[config.mk]
export PLATFORM = sky130hd
export DESIGN_NAME = fp_norm_round
export DESIGN_NICKNAME = d
export VERILOG_FILES = /design/src/rtl/fp_norm_round.sv
export SDC_FILE = /design/constraint.sdc
export NUM_CORES = 1
export LEC_CHECK = 0
export ABC_AREA = 1
export ABC_CLOCK_PERIOD_IN_PS = 3100
export CAP_MARGIN = 20
export CORE_ASPECT_RATIO = 1.4
export CORE_UTILIZATION = 35
export DETAILED_ROUTE_END_ITERATION = 7
export HOLD_SLACK_MARGIN = 0.12
export SLEW_MARGIN = 10
export SYNTH_ARGS = -nofsm -noshare
export SYNTH_HDL_FRONTEND = slang
export SYNTH_SLANG_ARGS = --single-unit
export TNS_END_PERCENT = 10
[constraint.sdc]
create_clock -name clk -period 3.1 [get_ports clk]
set_input_delay 0.31 -clock clk [delete_from_list [all_inputs] [get_ports clk]]
set_output_delay 0.31 -clock clk [all_outputs]
set_load 0.02 [all_outputs]
[src/rtl/fp_norm_round.sv]
// fp_norm_round: post-add normalise (one bit per cycle), round-to-nearest-even and IEEE-754 single packing
// with valid/ready handshakes on both sides.
module fp_norm_round #(
    parameter int EXP_W  = 10,
    parameter int MANT_W = 28
) (
    input  logic              clk,
    input  logic              reset,
    input  logic              in_valid,
    output logic              in_ready,
    input  logic              in_sign,
    input  logic [EXP_W-1:0]  in_exp,
    input  logic [MANT_W-1:0] in_mant,
    input  logic              in_special,
    input  logic [31:0]       in_special_val,
    output logic              out_valid,
    input  logic              out_ready,
    output logic [31:0]       result,
    output logic              overflow
);
    localparam int XW = EXP_W + 2;

    typedef enum logic [1:0] {IDLE, NORM, ROUND, OUT} state_t;

    state_t                state_q, state_d;
    logic                  sign_q, sign_d;
    logic signed [XW-1:0]  exp_q, exp_d;
    logic [MANT_W-1:0]     mant_q, mant_d;
    logic [31:0]           result_q, result_d;
    logic                  overflow_q, overflow_d;
    logic                  up;
    logic [24:0]           r25;
    logic [22:0]           frac;
    logic signed [XW-1:0]  field;
    logic [MANT_W-1:0]     mant_rsh;

    always_comb begin
        state_d    = state_q;
        sign_d     = sign_q;
        exp_d      = exp_q;
        mant_d     = mant_q;
        result_d   = result_q;
        overflow_d = overflow_q;
        mant_rsh   = {1'b0, mant_q[MANT_W-1:2], mant_q[1] | mant_q[0]};
        up         = mant_q[2] & (mant_q[1] | mant_q[0] | mant_q[3]);
        r25        = mant_q[27:3] + 25'(up);
        frac       = r25[24] ? r25[23:1] : r25[22:0];
        // a denormal that rounds into the hidden bit already sits at exp 1
        field      = r25[24] ? exp_q + XW'(1) : (r25[23] ? exp_q : '0);
        case (state_q)
            IDLE: if (in_valid) begin
                sign_d     = in_sign;
                exp_d      = {{2{in_exp[EXP_W-1]}}, in_exp};
                mant_d     = in_mant;
                result_d   = in_special_val;
                overflow_d = 1'b0;
                state_d    = in_special ? OUT : NORM;
            end
            NORM: if (mant_q == '0) begin
                result_d   = {sign_q, 31'b0};
                overflow_d = 1'b0;
                state_d    = OUT;
            end else if (mant_q[27]) begin
                mant_d = mant_rsh;
                exp_d  = exp_q + XW'(1);
            end else if (exp_q < XW'(-27)) begin
                mant_d = {{(MANT_W-1){1'b0}}, |mant_q};
                exp_d  = XW'(1);
            end else if (exp_q < XW'(1)) begin
                mant_d = mant_rsh;
                exp_d  = exp_q + XW'(1);
            end else if (!mant_q[26] && exp_q > XW'(1)) begin
                mant_d = {mant_q[MANT_W-2:0], 1'b0};
                exp_d  = exp_q - XW'(1);
            end else begin
                state_d = ROUND;
            end
            ROUND: begin
                overflow_d = field >= XW'(255);
                result_d   = overflow_d ? {sign_q, 8'hFF, 23'b0} : {sign_q, field[7:0], frac};
                state_d    = OUT;
            end
            OUT: state_d = out_ready ? IDLE : OUT;
            default: state_d = IDLE;
        endcase
    end

    always_ff @(posedge clk or posedge reset) begin
        if (reset) begin
            state_q    <= IDLE;
            sign_q     <= 1'b0;
            exp_q      <= '0;
            mant_q     <= '0;
            result_q   <= '0;
            overflow_q <= 1'b0;
        end else begin
            state_q    <= state_d;
            sign_q     <= sign_d;
            exp_q      <= exp_d;
            mant_q     <= mant_d;
            result_q   <= result_d;
            overflow_q <= overflow_d;
        end
    end

    assign in_ready  = state_q == IDLE;
    assign out_valid = state_q == OUT;
    assign result    = result_q;
    assign overflow  = overflow_q;
endmodule

==> results of run 1 <==
## report_power, final
part | internal (W) | total (W) | switching, W
combinational | 0.00203 | 0.00544 | 0.00341
clock | 0.000768 | 0.00119 | 0.000424
sequential | 0.00154 | 0.00218 | 0.000638
total | 0.00435 | 0.00882 | 0.00447
## cell families after synthesis
logic type / synth area share [%]
xor gates and xnor gates: 4.79
adders and majority gates: 1.77
AOI/OAI and AO/OA: 25.6
DFF: 33.6
buffers and inverters: 10.7
and+or+nand+nor: 23.6
## stage by stage
| step | std cells | utilization (%) | hold WS, ns | instance area, um^2 | setup slack (ns) |
|---|---|---|---|---|---|
| 6_report | 1081 | 45.9 | 0.384 | 7200 | 0.414 |
| 5_1_grt | 1081 | 45.9 | 0.468 | 7200 | 0.0136 |
| 4_1_cts | 1081 | 45.9 | 0.389 | 7200 | 0.387 |
| 3_5_place_dp | 1065 | 43.8 | 0.486 | 6860 | 0.404 |
| 3_3_place_gp | 1065 | 43.8 | 0.493 | 6860 | 0.438 |
| 2_1_floorplan | 801 | - | 0.418 | 5670 | 0.807 |
## layout by cell type, fill, tap and decap left out, types with 10 or more instances in the layout
cell,n
nand2_1,121
clkdlybuf4s50_1,110
a21oi_1,95
nor2_1,79
inv_1,78
o21ai_0,77
dfrtp_1,76
nand3_1,32
o22ai_1,32
xor2_1,31
nand2_2,14
buf_4,12
a221oi_1,11
inv_2,10
## registers in the layout, indices dropped and copies added, names as in the netlist
signal	flops
result	32
mant_q	28
exp_q	12
state_q	2
overflow	1
sign_q	1
## area by class of cell
class	instances	area share, %
tap	196	3.41
sequential	76	26.4
multi-input combinational	580	44.0
clock buffer	12	3.70
timing repair buffer	123	16.8
clock inverter	4	0.974
inverter	90	4.69
## path summary, 6_finish.rpt
kind | from | endpoint | slack [ns]
worst min-delay path | reset | mant_q[16] | 0.38
worst min register to register | overflow | overflow | 0.49
max in group asynchronous | reset | result[2] | 1.84
worst max-delay path | exp_q[1] | result[22] | 0.41
worst max register to register | exp_q[1] | result[22] | 0.41
min in group clk | overflow | overflow | 0.49
## layer usage
layer,wire length [um],up-vias,track usage (%)
met2,7960,215,33.1
met5,0,-,0
met4,343,0,7.05
met3,1040,25,3.29
li1,-,2858,-
met1,7670,2608,29.0
==> results.sh, run 1 <==
export IMPL_netlist_instances=801
export IMPL_hpwlAfterDp_mm=12.7
export IMPL_final_hold_violation_count=0
export IMPL_cts_tree="built"
export IMPL_worstMarginPinSlew_ns=0.937
export IMPL_htreeDepth=3
export IMPL_drc=0
export IMPL_start_kind="register"
export IMPL_cts_buffers_inserted=9
export IMPL_io_pins=111
export IMPL_cp_data_required_time_ns=3.36
export IMPL_diodes=0
export IMPL_fin_nets=964
export IMPL_synth_area_leaders="dfrtp_1 34%, a21oi_1 8.4%, nand2_1 8.0%, o21ai_0 6.8%, inv_1 5.2%"
export IMPL_place_gp_congestion=0.926
export IMPL_status="completed"
export IMPL_start_util_pct=36.2
export IMPL_dieArea_um2=16700
export IMPL_rsz0062_at_grt="false"
export IMPL_routedWlPerCell_um=15.7
export IMPL_antenna_found_initial=0
export IMPL_end_kind="register"
export IMPL_crit_family="simple AND/OR/NAND/NOR gates"
export IMPL_multi_input_comb_area_um2=3160
export IMPL_fin_total_pwr_w=0.00882
export IMPL_synth_edf_count=0
export IMPL_synth_seq_cells=76
export IMPL_clockRootBuffer="clkbuf_16"
export IMPL_fill_cells=1612
export IMPL_grt_pass1_vias=5394
export IMPL_postCtsSetupBuffers=0
export IMPL_yosys_most_used_dff="dfrtp_1"
export IMPL_drt_wl_total_mm=17.0
export IMPL_crit_top_cell="nor2_1"
export IMPL_ys_warnings_count=0
export IMPL_syn2layout_area_growth_pct=27.0
export IMPL_min_period_ns=2.69
export IMPL_seq_area_um2=1900
export IMPL_tns_ns=0
export IMPL_p_leak_nw=3.05
export IMPL_drtPass1Iterations=5
export IMPL_hp_class="in -> async"
export IMPL_crit_buf_inv=1
export IMPL_dieWidth_um=110
export IMPL_die_h_um=153
export IMPL_crit_slowest_cell="dfrtp_1"
export IMPL_slew_viol_final=0
export IMPL_reg2reg_depth=14
export IMPL_clk_latency_ns=0.34
export IMPL_path_class="reg -> reg"
export IMPL_clock_path_buffers=2
export IMPL_layout_drive_gt1_share_pct=9.49
export IMPL_drt_antenna_violating_nets=0
export IMPL_worstPathMaxFanout=32
export IMPL_core_um2=15700
export IMPL_critPathMaxStageDelay_ns=0.45
export IMPL_netlist_area_um2=5670
export IMPL_min_period_over_period_pct=86.7
export IMPL_setup_viol=0
export IMPL_slew_headroom_pct=37.1
export IMPL_timing_fmax_mhz=372
export IMPL_synthDistinctLibCells=40
export IMPL_cts_sinks=76
export IMPL_grt_max_degree=61
export IMPL_grt_usage_pct=21.0
export IMPL_cp_arrival_ns=2.95
export IMPL_synth_top_cell_area_share_pct=33.6
export IMPL_port_buffers=110
export IMPL_worstPathCellList="ha_1 -> nand3_1 -> nor2_1 -> nand2_1 -> nor2_1 -> xor2_1 -> inv_1 -> nor2_1 -> nand2_1 -> a21oi_1 -> nand2_2 -> nand2_4 -> nand3_1 -> a21oi_1"
export IMPL_overflow=0
export IMPL_postSynthAreaPerCell_um2=7.08
export IMPL_drt_initial_drc_count=394
export IMPL_async_reset_ff_share_pct=100
export IMPL_vias=5706
export IMPL_synth_area_leader_cell="dfrtp_1"
export IMPL_cp_depth=14
export IMPL_cts_hold_buffers=0
export IMPL_clkTransAtPathRegs_ns=0.06
export IMPL_viasPerCell=5.28
export IMPL_powerDensity_nw_per_um2=1230
export IMPL_irDropWorstVdd_mv=0.685
export IMPL_finClkSkew_ns=0.0109
export IMPL_core_rowCount=54
export IMPL_yosysMostFrequentCell="nand2_1"
export IMPL_cap_violations=0
export IMPL_post_cts_resized=0
export IMPL_synth_nets=885
export IMPL_grt_pass1_wl_mm=27.7
export IMPL_ys_seq_area_share_pct=33.6
export IMPL_synth_common_cells="121 x nand2_1, 95 x a21oi_1, 79 x inv_1, 79 x nor2_1, 77 x o21ai_0"
No activity file was read; power rests on OpenSTA's default activity.
==> run 2: changes to the inputs <==
--- a/config.mk
+++ b/config.mk
@@ -9,6 +9,7 @@
 export ABC_CLOCK_PERIOD_IN_PS = 3100
 export CAP_MARGIN = 20
 export CORE_ASPECT_RATIO = 1.4
+export CORE_MARGIN = 1.5
 export CORE_UTILIZATION = 35
 export DETAILED_ROUTE_END_ITERATION = 7
 export HOLD_SLACK_MARGIN = 0.12
==> run 2 against run 1 <==
Cell count is 0.46% higher; count of clock-buffer cells in the layout stayed put; wire length up 0.79%; critical endpoint is now exp_q[9]; hold slack got worse by 0.092 ns; non-clock buffer count rose by 5; largest power group unchanged; clock skew shrank 0.0022 ns; sequential cell count stayed put; utilization shrank 0.054 points; highest routed layer unchanged.
==> results.sh, run 2 (synthesized netlist as in run 1, its figures left out) <==
export IMPL_status="completed"
export IMPL_start_kind="register"
export IMPL_slew_headroom_pct=48.2
export IMPL_layout_drive_gt1_share_pct=9.89
export IMPL_htreeDepth=3
export IMPL_setup_viol=0
export IMPL_grt_pass1_wl_mm=28.7
export IMPL_end_kind="register"
export IMPL_final_cell_mix="121 x nand2_1, 110 x clkdlybuf4s50_1, 95 x a21oi_1, 79 x nor2_1, 78 x inv_1"
export IMPL_final_common_cell="nand2_1"
export IMPL_clkTransAtPathRegs_ns=0.06
export IMPL_rsz0062_at_grt="false"
export IMPL_die_h_um=154
export IMPL_p_leak_nw=3.05
export IMPL_timing_fmax_mhz=369
export IMPL_hpwlAfterDp_mm=13.0
export IMPL_crit_start="exp_q[0]"
export IMPL_drc=0
export IMPL_grt_usage_pct=20.6
export IMPL_cts_buffers_inserted=9
export IMPL_clockRootBuffer="clkbuf_16"
export IMPL_io_pins=111
export IMPL_fin_hold_ws_ns=0.292
export IMPL_postLayoutCoreUtil_pct=45.9
export IMPL_place_gp_congestion=0.928
export IMPL_core_rowCount=54
export IMPL_port_buffers=110
export IMPL_slew_viol_final=0
export IMPL_largest_reg_flops=32
export IMPL_r2r_start="exp_q[0]"
export IMPL_overflow=0
export IMPL_cts_sinks=76
export IMPL_grt_pass1_vias=5590
export IMPL_fin_nets=969
export IMPL_final_cell_area_um2=7220
export IMPL_drt_wl_total_mm=17.1
export IMPL_viasPerCell=5.24
export IMPL_drtPass1Iterations=7
export IMPL_postCtsSetupBuffers=0
export IMPL_placed_area_um2=6900
export IMPL_grt_max_degree=51
export IMPL_worstPathMaxFanout=16
export IMPL_cts_tree="built"
export IMPL_min_period_ns=2.71
export IMPL_final_hold_violation_count=0
export IMPL_fill_cells=1628
export IMPL_start_util_pct=36.0
export IMPL_powerDensity_nw_per_um2=1220
export IMPL_diodes=0
export IMPL_vias=5690
export IMPL_routedWlPerCell_um=15.8
export IMPL_antenna_found_initial=0
export IMPL_dieWidth_um=111
export IMPL_drt_antenna_violating_nets=0
export IMPL_syn2layout_area_growth_pct=27.4
export IMPL_cp_data_required_time_ns=3.36
export IMPL_tns_ns=0
export IMPL_cp_arrival_ns=2.97
export IMPL_path_class="reg -> reg"
export IMPL_dieArea_um2=17000
export IMPL_fin_total_pwr_w=0.00883
export IMPL_worstMarginPinSlew_ns=0.777
export IMPL_core_um2=15700
export IMPL_cap_violations=0
export IMPL_min_period_over_period_pct=87.4
export IMPL_hp_class="in -> async"
export IMPL_clk_latency_ns=0.34
export IMPL_drt_initial_drc_count=391
export IMPL_finClkSkew_ns=0.00869
export IMPL_irDropWorstVdd_mv=0.580
export IMPL_clock_path_buffers=2
## run 2: worst paths after layout
path	cells after the start	slack, ns	end
setup / recovery	14	0.39	exp_q[9]
hold / removal	2	0.29	result[15]
setup reg to reg	14	0.39	exp_q[9]
hold reg to reg	2	0.52	overflow
max in group asynchronous	3	2.04	result[26]
min in group clk	2	0.52	overflow
## run 2: per-layer routing
layer | GRT usage (%) | wire length (um) | share of wire, % | vias up
met1 | 27.8 | 7800 | 45 | 2627
met2 | 33.6 | 8220 | 48 | 168
met5 | 0 | 0 | 0 | -
met3 | 2.96 | 743 | 4.3 | 23
met4 | 7.63 | 383 | 2.2 | 0
li1 | - | - | - | 2872
## run 2: area by class of cell
cell class / count / area [um^2] / area share [%]
clock inverters: 4 / 47.5 / 0.659
multi-input cells: 580 / 3180 / 44.1
well taps: 196 / 245 / 3.40
repair buffers: 128 / 1250 / 17.3
flip-flops and latches: 76 / 1900 / 26.3
inverters: 90 / 338 / 4.68
clock buffers: 12 / 256 / 3.55
## run 2: worst max-delay path: stages, from the launching register on
cell and delay, ns:
dfrtp_1 0.44, inv_1 0.13, ha_1 0.18, nand2_1 0.08, nor2_2 0.12, nand2_1 0.12
nor3_2 0.24, nand2_1 0.11, nand2_2 0.13, inv_1 0.10, o211ai_1 0.20, a31oi_4 0.23
inv_2 0.28, a21oi_1 0.12, a22oi_1 0.15
## run 2: stage by stage
stage,std cells,worst slack (ns)
final,1086,0.391
after CTS,1086,0.181
after detailed placement,1070,0.222
after global routing,1086,0.0209
after floorplan,801,0.807
after global placement,1070,0.282
## run 2: power breakdown
part / switching [W] / internal (W) / leakage (nW)
sequential: 0.000603 / 0.00155 / 0.911
combinational: 0.00350 / 0.00209 / 1.99
clock: 0.000420 / 0.000665 / 0.149
total: 0.00453 / 0.00430 / 3.05
## run 2: repair_timing
action,in CTS,in global routing
hold buffers,0,0
resized for setup,0,3
setup endpoints to repair,0,32
==> RTL edit 1: new RTL, flow settings as in run 1 <==
The parameter `MANT_W` goes from 28 to 42.
--- a/src/rtl/fp_norm_round.sv
+++ b/src/rtl/fp_norm_round.sv
@@ -2,7 +2,7 @@
 // with valid/ready handshakes on both sides.
 module fp_norm_round #(
     parameter int EXP_W  = 10,
-    parameter int MANT_W = 28
+    parameter int MANT_W = 42
 ) (
     input  logic              clk,
     input  logic              reset,
Interface: changed (resized in_mant); port bits go from 111 to 125. No check against the original RTL was run, so the function may have changed too.
==> RTL edit 1 against run 1 <==
Power increased by 14%. Clock skew increased by 0.0021 ns. Die area increased by 16%. Routed wire length increased by 25%. Final area increased by 16%. Global-route usage increased by 1.2 points. Hold slack got worse by 0.061 ns. Sequential cell count increased by 14. Highest routed layer unchanged. Setup slack got worse by 0.19 ns. Largest cell class unchanged. Synthesized area increased by 16%.
==> RTL edit 1: results (changes against run 1) <==
* **combined global-route utilization of all metal layers** 22.2%, was 21.0%
* **share of synthesized flip-flops with an asynchronous set or reset** 100%, unchanged
* **DRT Wirelength** 21,200 um, was 17,000 um
* **layout filler cell count** 1,959, was 1,612
* **final design area excluding fillers** 8340 um2, was 7200 um2
* **Detailed Route Iter0 Violations** 467, was 394
* **sequential cell area fraction in the yosys report** 34.2%, was 33.6%
* **Post-Synthesis Mean Instance Area** 6.96 um2, was 7.08 um2
* **top cells by area in the synthesized netlist** dfrtp_1 (34%), nand2_1 (9.1%), a21oi_1 (7.5%), was dfrtp_1 (34%), a21oi_1 (8.4%), nand2_1 (8.0%)
* **data arrival time of the worst path** 3.16 ns, was 2.95 ns
* **clock skew after layout** 0.0130 ns, was 0.0109 ns
* **Top delay family on crit path** simple AND/OR/NAND/NOR gates, unchanged
* **warnings from Yosys** 0, unchanged
* **flip-flop count of the largest register, all copies and words added** 42, was 32
* **largest buffer count on any clock path** 2, unchanged
* **maximum capacitance violations** 0, unchanged
* **destination of the worst register-to-register timing path** mant_q[9], was result[22]
* **status** completed, unchanged
* **buffers added on ports** 124, was 110
* **DP HPWL** 15,300 um, was 12,700 um
* **antenna cells** 0, unchanged
* **transition at the pin with the smallest max-transition slack** 0.984 ns, was 0.937 ns
* **cell type of the slowest stage on the worst timing path** dfrtp_1, unchanged
* **worst ir drop on vdd** 657 uV, was 685 uV
* **fin nets** 1,133, was 964
* **maximum number of pins on one net before global-route repair** 95, was 61
* **number of placed cells counting well taps** 1,269, was 1,065
* **top register by number of flip-flops** mant_q
* **die outline area** 19,400 um2, was 16,700 um2
* **clock edge transition at the registers on the reported setup and hold paths** 0.07 ns
* **commonest cells in the netlist** nand2_1 (160), a21oi_1 (98), inv_1 (96), was nand2_1 (121), a21oi_1 (95), inv_1 (79), nor2_1 (79), o21ai_0 (77)
* **Synthesized Nets** 1,043, was 885
* **length in cells of the worst reg-to-reg path** 13, was 14
* **CP max stage delay** 0.45 ns, about the same
* **startpoint of the worst setup timing path** exp_q[0], was exp_q[1]
* **GP Congestion** 0.882, was 0.926
* **distinct cell type count of the synthesized netlist** 37, was 40
* **Initial DRT Pass Iterations** 6, was 5
* **standby leakage power** 3.36 nW, was 3.05 nW
* **share of post-route cells with drive strength above 1** 6.24%, was 9.49%
* **number of global-route vias before repair** 6,739, was 5,394
* **CP Class** reg2reg, unchanged
* **Worst Path Max Fanout** 59, was 32
* **Cell Area, Placed** 8000 um2, was 6860 um2
* **H-Tree Depth** 3, unchanged
* **clock insertion delay at the later pin of the skew report** 0.36 ns, was 0.34 ns
* **reg-to-reg setup timing slack** 0.22 ns, was 0.41 ns
* **wire length of the first global-routing pass** 34,500 um, was 27,700 um
* **initial antenna violation count** 0, unchanged
* **total clock buffers created by CTS** 9, unchanged
* **most common flop cell mapped by yosys** dfrtp_1, unchanged
* **setup slack after placement** 0.180 ns, was 0.404 ns
* **path type of the worst min-delay path** in2async, unchanged
* **final critical path time including I/O delays and setup** 2.88 ns, was 2.69 ns
* **mean number of vias per cell** 5.39, was 5.28
* **via count of the routed design** 6,920, was 5,706
[RTL edit 1: worst min-delay path by stage]
stage               slack (ns)  cells past startpoint     start         end
floorplan                 0.42                      1  in_valid      sign_q
global placement          0.48                      2  overflow    overflow
detailed placement        0.49                      2  overflow    overflow
CTS                       0.34                      2     reset   result[8]
global route              0.37                      2     reset  result[20]
finish                    0.32                      2     reset   result[8]
[RTL edit 1: what timing repair did]
item                       in CTS  in global routing
gates resized for setup         0                  3
setup endpoints to repair       0                 32
buffers inserted                0                  0
[RTL edit 1: layout make-up]
| type | instances | area share (%) |
|---|---|---|
| clock inverter | 6 | 1.08 |
| inverter | 100 | 4.59 |
| multi-input combinational | 691 | 43.9 |
| timing repair buffer | 144 | 16.9 |
| clock buffer | 10 | 2.87 |
| tap | 244 | 3.66 |
| sequential | 90 | 27.0 |
[RTL edit 1: logic make-up (layout without fill, tap and decap cells)]
logic type               Yosys count  count (layout)  synth area share (%)
XOR/XNOR                          14              14                  1.86
flip-flops                        90              90                  34.2
adder cells (fa/ha/maj)            7               7                  1.33
AND/OR/NAND/NOR                  386             386                  25.9
buffers and inverters            165             260                  10.4
AO/OA/AOI/OAI                    284             284                  26.2
[RTL edit 1: report_power, final]
group	switching [mW]	total, mW	internal (mW)
logic	4.22	6.43	2.21
registers	0.507	2.34	1.83
clock network	0.511	1.24	0.729
total	5.24	10.0	4.77
[RTL edit 1: layer usage]
layer	part of all wire, %	GRT usage, %	up-vias
met3	4.8	2.71	29
met4	2.4	7.87	0
met2	48	38.0	211
met1	44	28.7	3217
met5	0	0	-
li1	-	-	3463
==> RTL edit 2: new RTL, flow settings as in run 1 <==
Made on the original files. Make the reset (`reset`) synchronous in one clocked block.
--- a/src/rtl/fp_norm_round.sv
+++ b/src/rtl/fp_norm_round.sv
@@ -85,7 +85,7 @@
         endcase
     end
 
-    always_ff @(posedge clk or posedge reset) begin
+    always_ff @(posedge clk) begin
         if (reset) begin
             state_q    <= IDLE;
             sign_q     <= 1'b0;
Function: differs if reset is asserted again (counterexample within 4 cycles, from zero or initial values and one cycle with reset high); with reset held inactive, the same outputs for 4 cycles.
==> RTL edit 2 against run 1 <==
Final area shrank 3.6%. Clock skew shrank 0.0031 ns. Critical path depth is 6 higher. Clock power fell by 8%. Routed wire length decreased by 2.5%. Setup slack got worse by 0.032 ns. Sequential share of layout area decreased by 4.5 points. Power fell by 6.6%. Synthesized area fell by 4.5%. Count of clock-buffer cells in the layout up 2. Combinational power is 5.9% lower. Global-route usage down 0.066 points. Sequential cell count unchanged.
==> RTL edit 2: results (changes against run 1) <==
* **share of post-route cells with drive strength above 1** 8.95%, was 9.49%
* **mean number of vias per cell** 5.23, was 5.28
* **sequential cell area fraction in the yosys report** 28.1%, was 33.6%
* **post-synthesis share of cell area spent on xor and xnor gates** 4.69%, was 4.79%
* **number of placed cells counting well taps** 1,071, was 1,065
* **commonest cells in the netlist** o21ai_0 (126), a21oi_1 (120), nand2_1 (111), was nand2_1 (121), a21oi_1 (95), inv_1 (79), nor2_1 (79), o21ai_0 (77)
* **reg-to-reg setup timing slack** 0.38 ns, was 0.41 ns
* **worst ir drop on vdd** 607 uV, was 685 uV
* **Detailed Route Iter0 Violations** 363, was 394
* **top cells by area in the synthesized netlist** dfxtp_1 (28%), o21ai_0 (12%), a21oi_1 (11%), was dfrtp_1 (34%), a21oi_1 (8.4%), nand2_1 (8.0%)
* **reg2reg start** mant_q[2], was exp_q[1]
* **internal power summed over all cells** 3.98 mW, was 4.35 mW
* **via count of the routed design** 5,683, was 5,706
* **length in cells of the worst reg-to-reg path** 20, was 14
* **Post-Synthesis Mean Instance Area** 6.67 um2, was 7.08 um2
* **share of synthesized flip-flops with an asynchronous set or reset** 0%, was 100%
* **DP HPWL** 11,900 um, was 12,700 um
* **adder and majority cell fraction of the synthesized area** 1.85%, was 1.77%
* **status** completed, unchanged
* **CP max stage delay** 0.37 ns, was 0.45 ns
* **path type of the worst min-delay path** reg2reg, was in2async
* **Synth Area in Compound Gates** 32.8%, was 25.6%
* **standby leakage power** 2.57 nW, was 3.05 nW
* **fin nets** 974, was 964
* **setup slack after placement** 0.214 ns, was 0.404 ns
* **wire length of the first global-routing pass** 26,700 um, was 27,700 um
* **clock skew after layout** 0.00780 ns, was 0.0109 ns
* **data arrival time of the worst path** 2.99 ns, was 2.95 ns
* **Worst Path Max Fanout** 40, was 32
* **maximum number of pins on one net before global-route repair** 73, was 61
* **destination of the worst register-to-register timing path** result[23], was result[22]
* **Synthesized Nets** 895, was 885
* **combined global-route utilization of all metal layers** 21.0%, about the same
* **distinct cell type count of the synthesized netlist** 42, was 40
[RTL edit 2: cell types whose count changed after synthesis, sizes merged, moves of 13 or more]
cell	delta
o21ai	+52
inv	-13
dfrtp	-76
a21oi	+26
dfxtp	+76
o221ai	+20
o22ai	-30
nor2	-30
[RTL edit 2: cell families (layout without fill, tap and decap cells)]
family                     Yosys count  after routing
DFF                                 76             76
buffers and inverters              129            212
and+or+nand+nor                    255            255
adders and majority gates            8              8
AOI/OAI and AO/OA                  314            314
xor gates and xnor gates            29             29
[RTL edit 2: power by group through the flow]
stage	registers [mW]	logic, mW	clock network, mW
final	2.02	5.12	1.10
after CTS	2.01	5.10	1.12
after floorplan	2.08	3.52	0
after detailed placement	2.03	5.07	0
after global routing	2.09	5.70	1.15
after global placement	2.03	5.07	0
[RTL edit 2: per-layer routing]
layer | track usage [%] | part of all wire (%) | routed length (um)
met1 | 30.0 | 50 | 8370
met4 | 5.89 | 1.3 | 223
met5 | 0 | 0 | 0
met3 | 3.06 | 3.7 | 611
met2 | 32.5 | 45 | 7390
[RTL edit 2: final cells by class]
class                           count  area (um2)
Sequential cell                    76        1520
Clock inverter                      1        30.0
Tap cell                          192         240
Inverter                           75         282
Fill cell                        1592        8110
Clock buffer                       14         274
Timing Repair Buffer              122        1220
Multi-Input combinational cell    606        3370
[RTL edit 2: worst min path at each step]
| stage | end | startpoint | slack, ns | cells after the start |
|---|---|---|---|---|
| final | sign_q | sign_q | 0.46 | 2 |
| after global routing | sign_q | sign_q | 0.48 | 2 |
| after CTS | sign_q | sign_q | 0.47 | 2 |
| after detailed placement | sign_q | sign_q | 0.46 | 2 |
| after global placement | sign_q | sign_q | 0.45 | 2 |
| after floorplan | sign_q | sign_q | 0.44 | 2 |
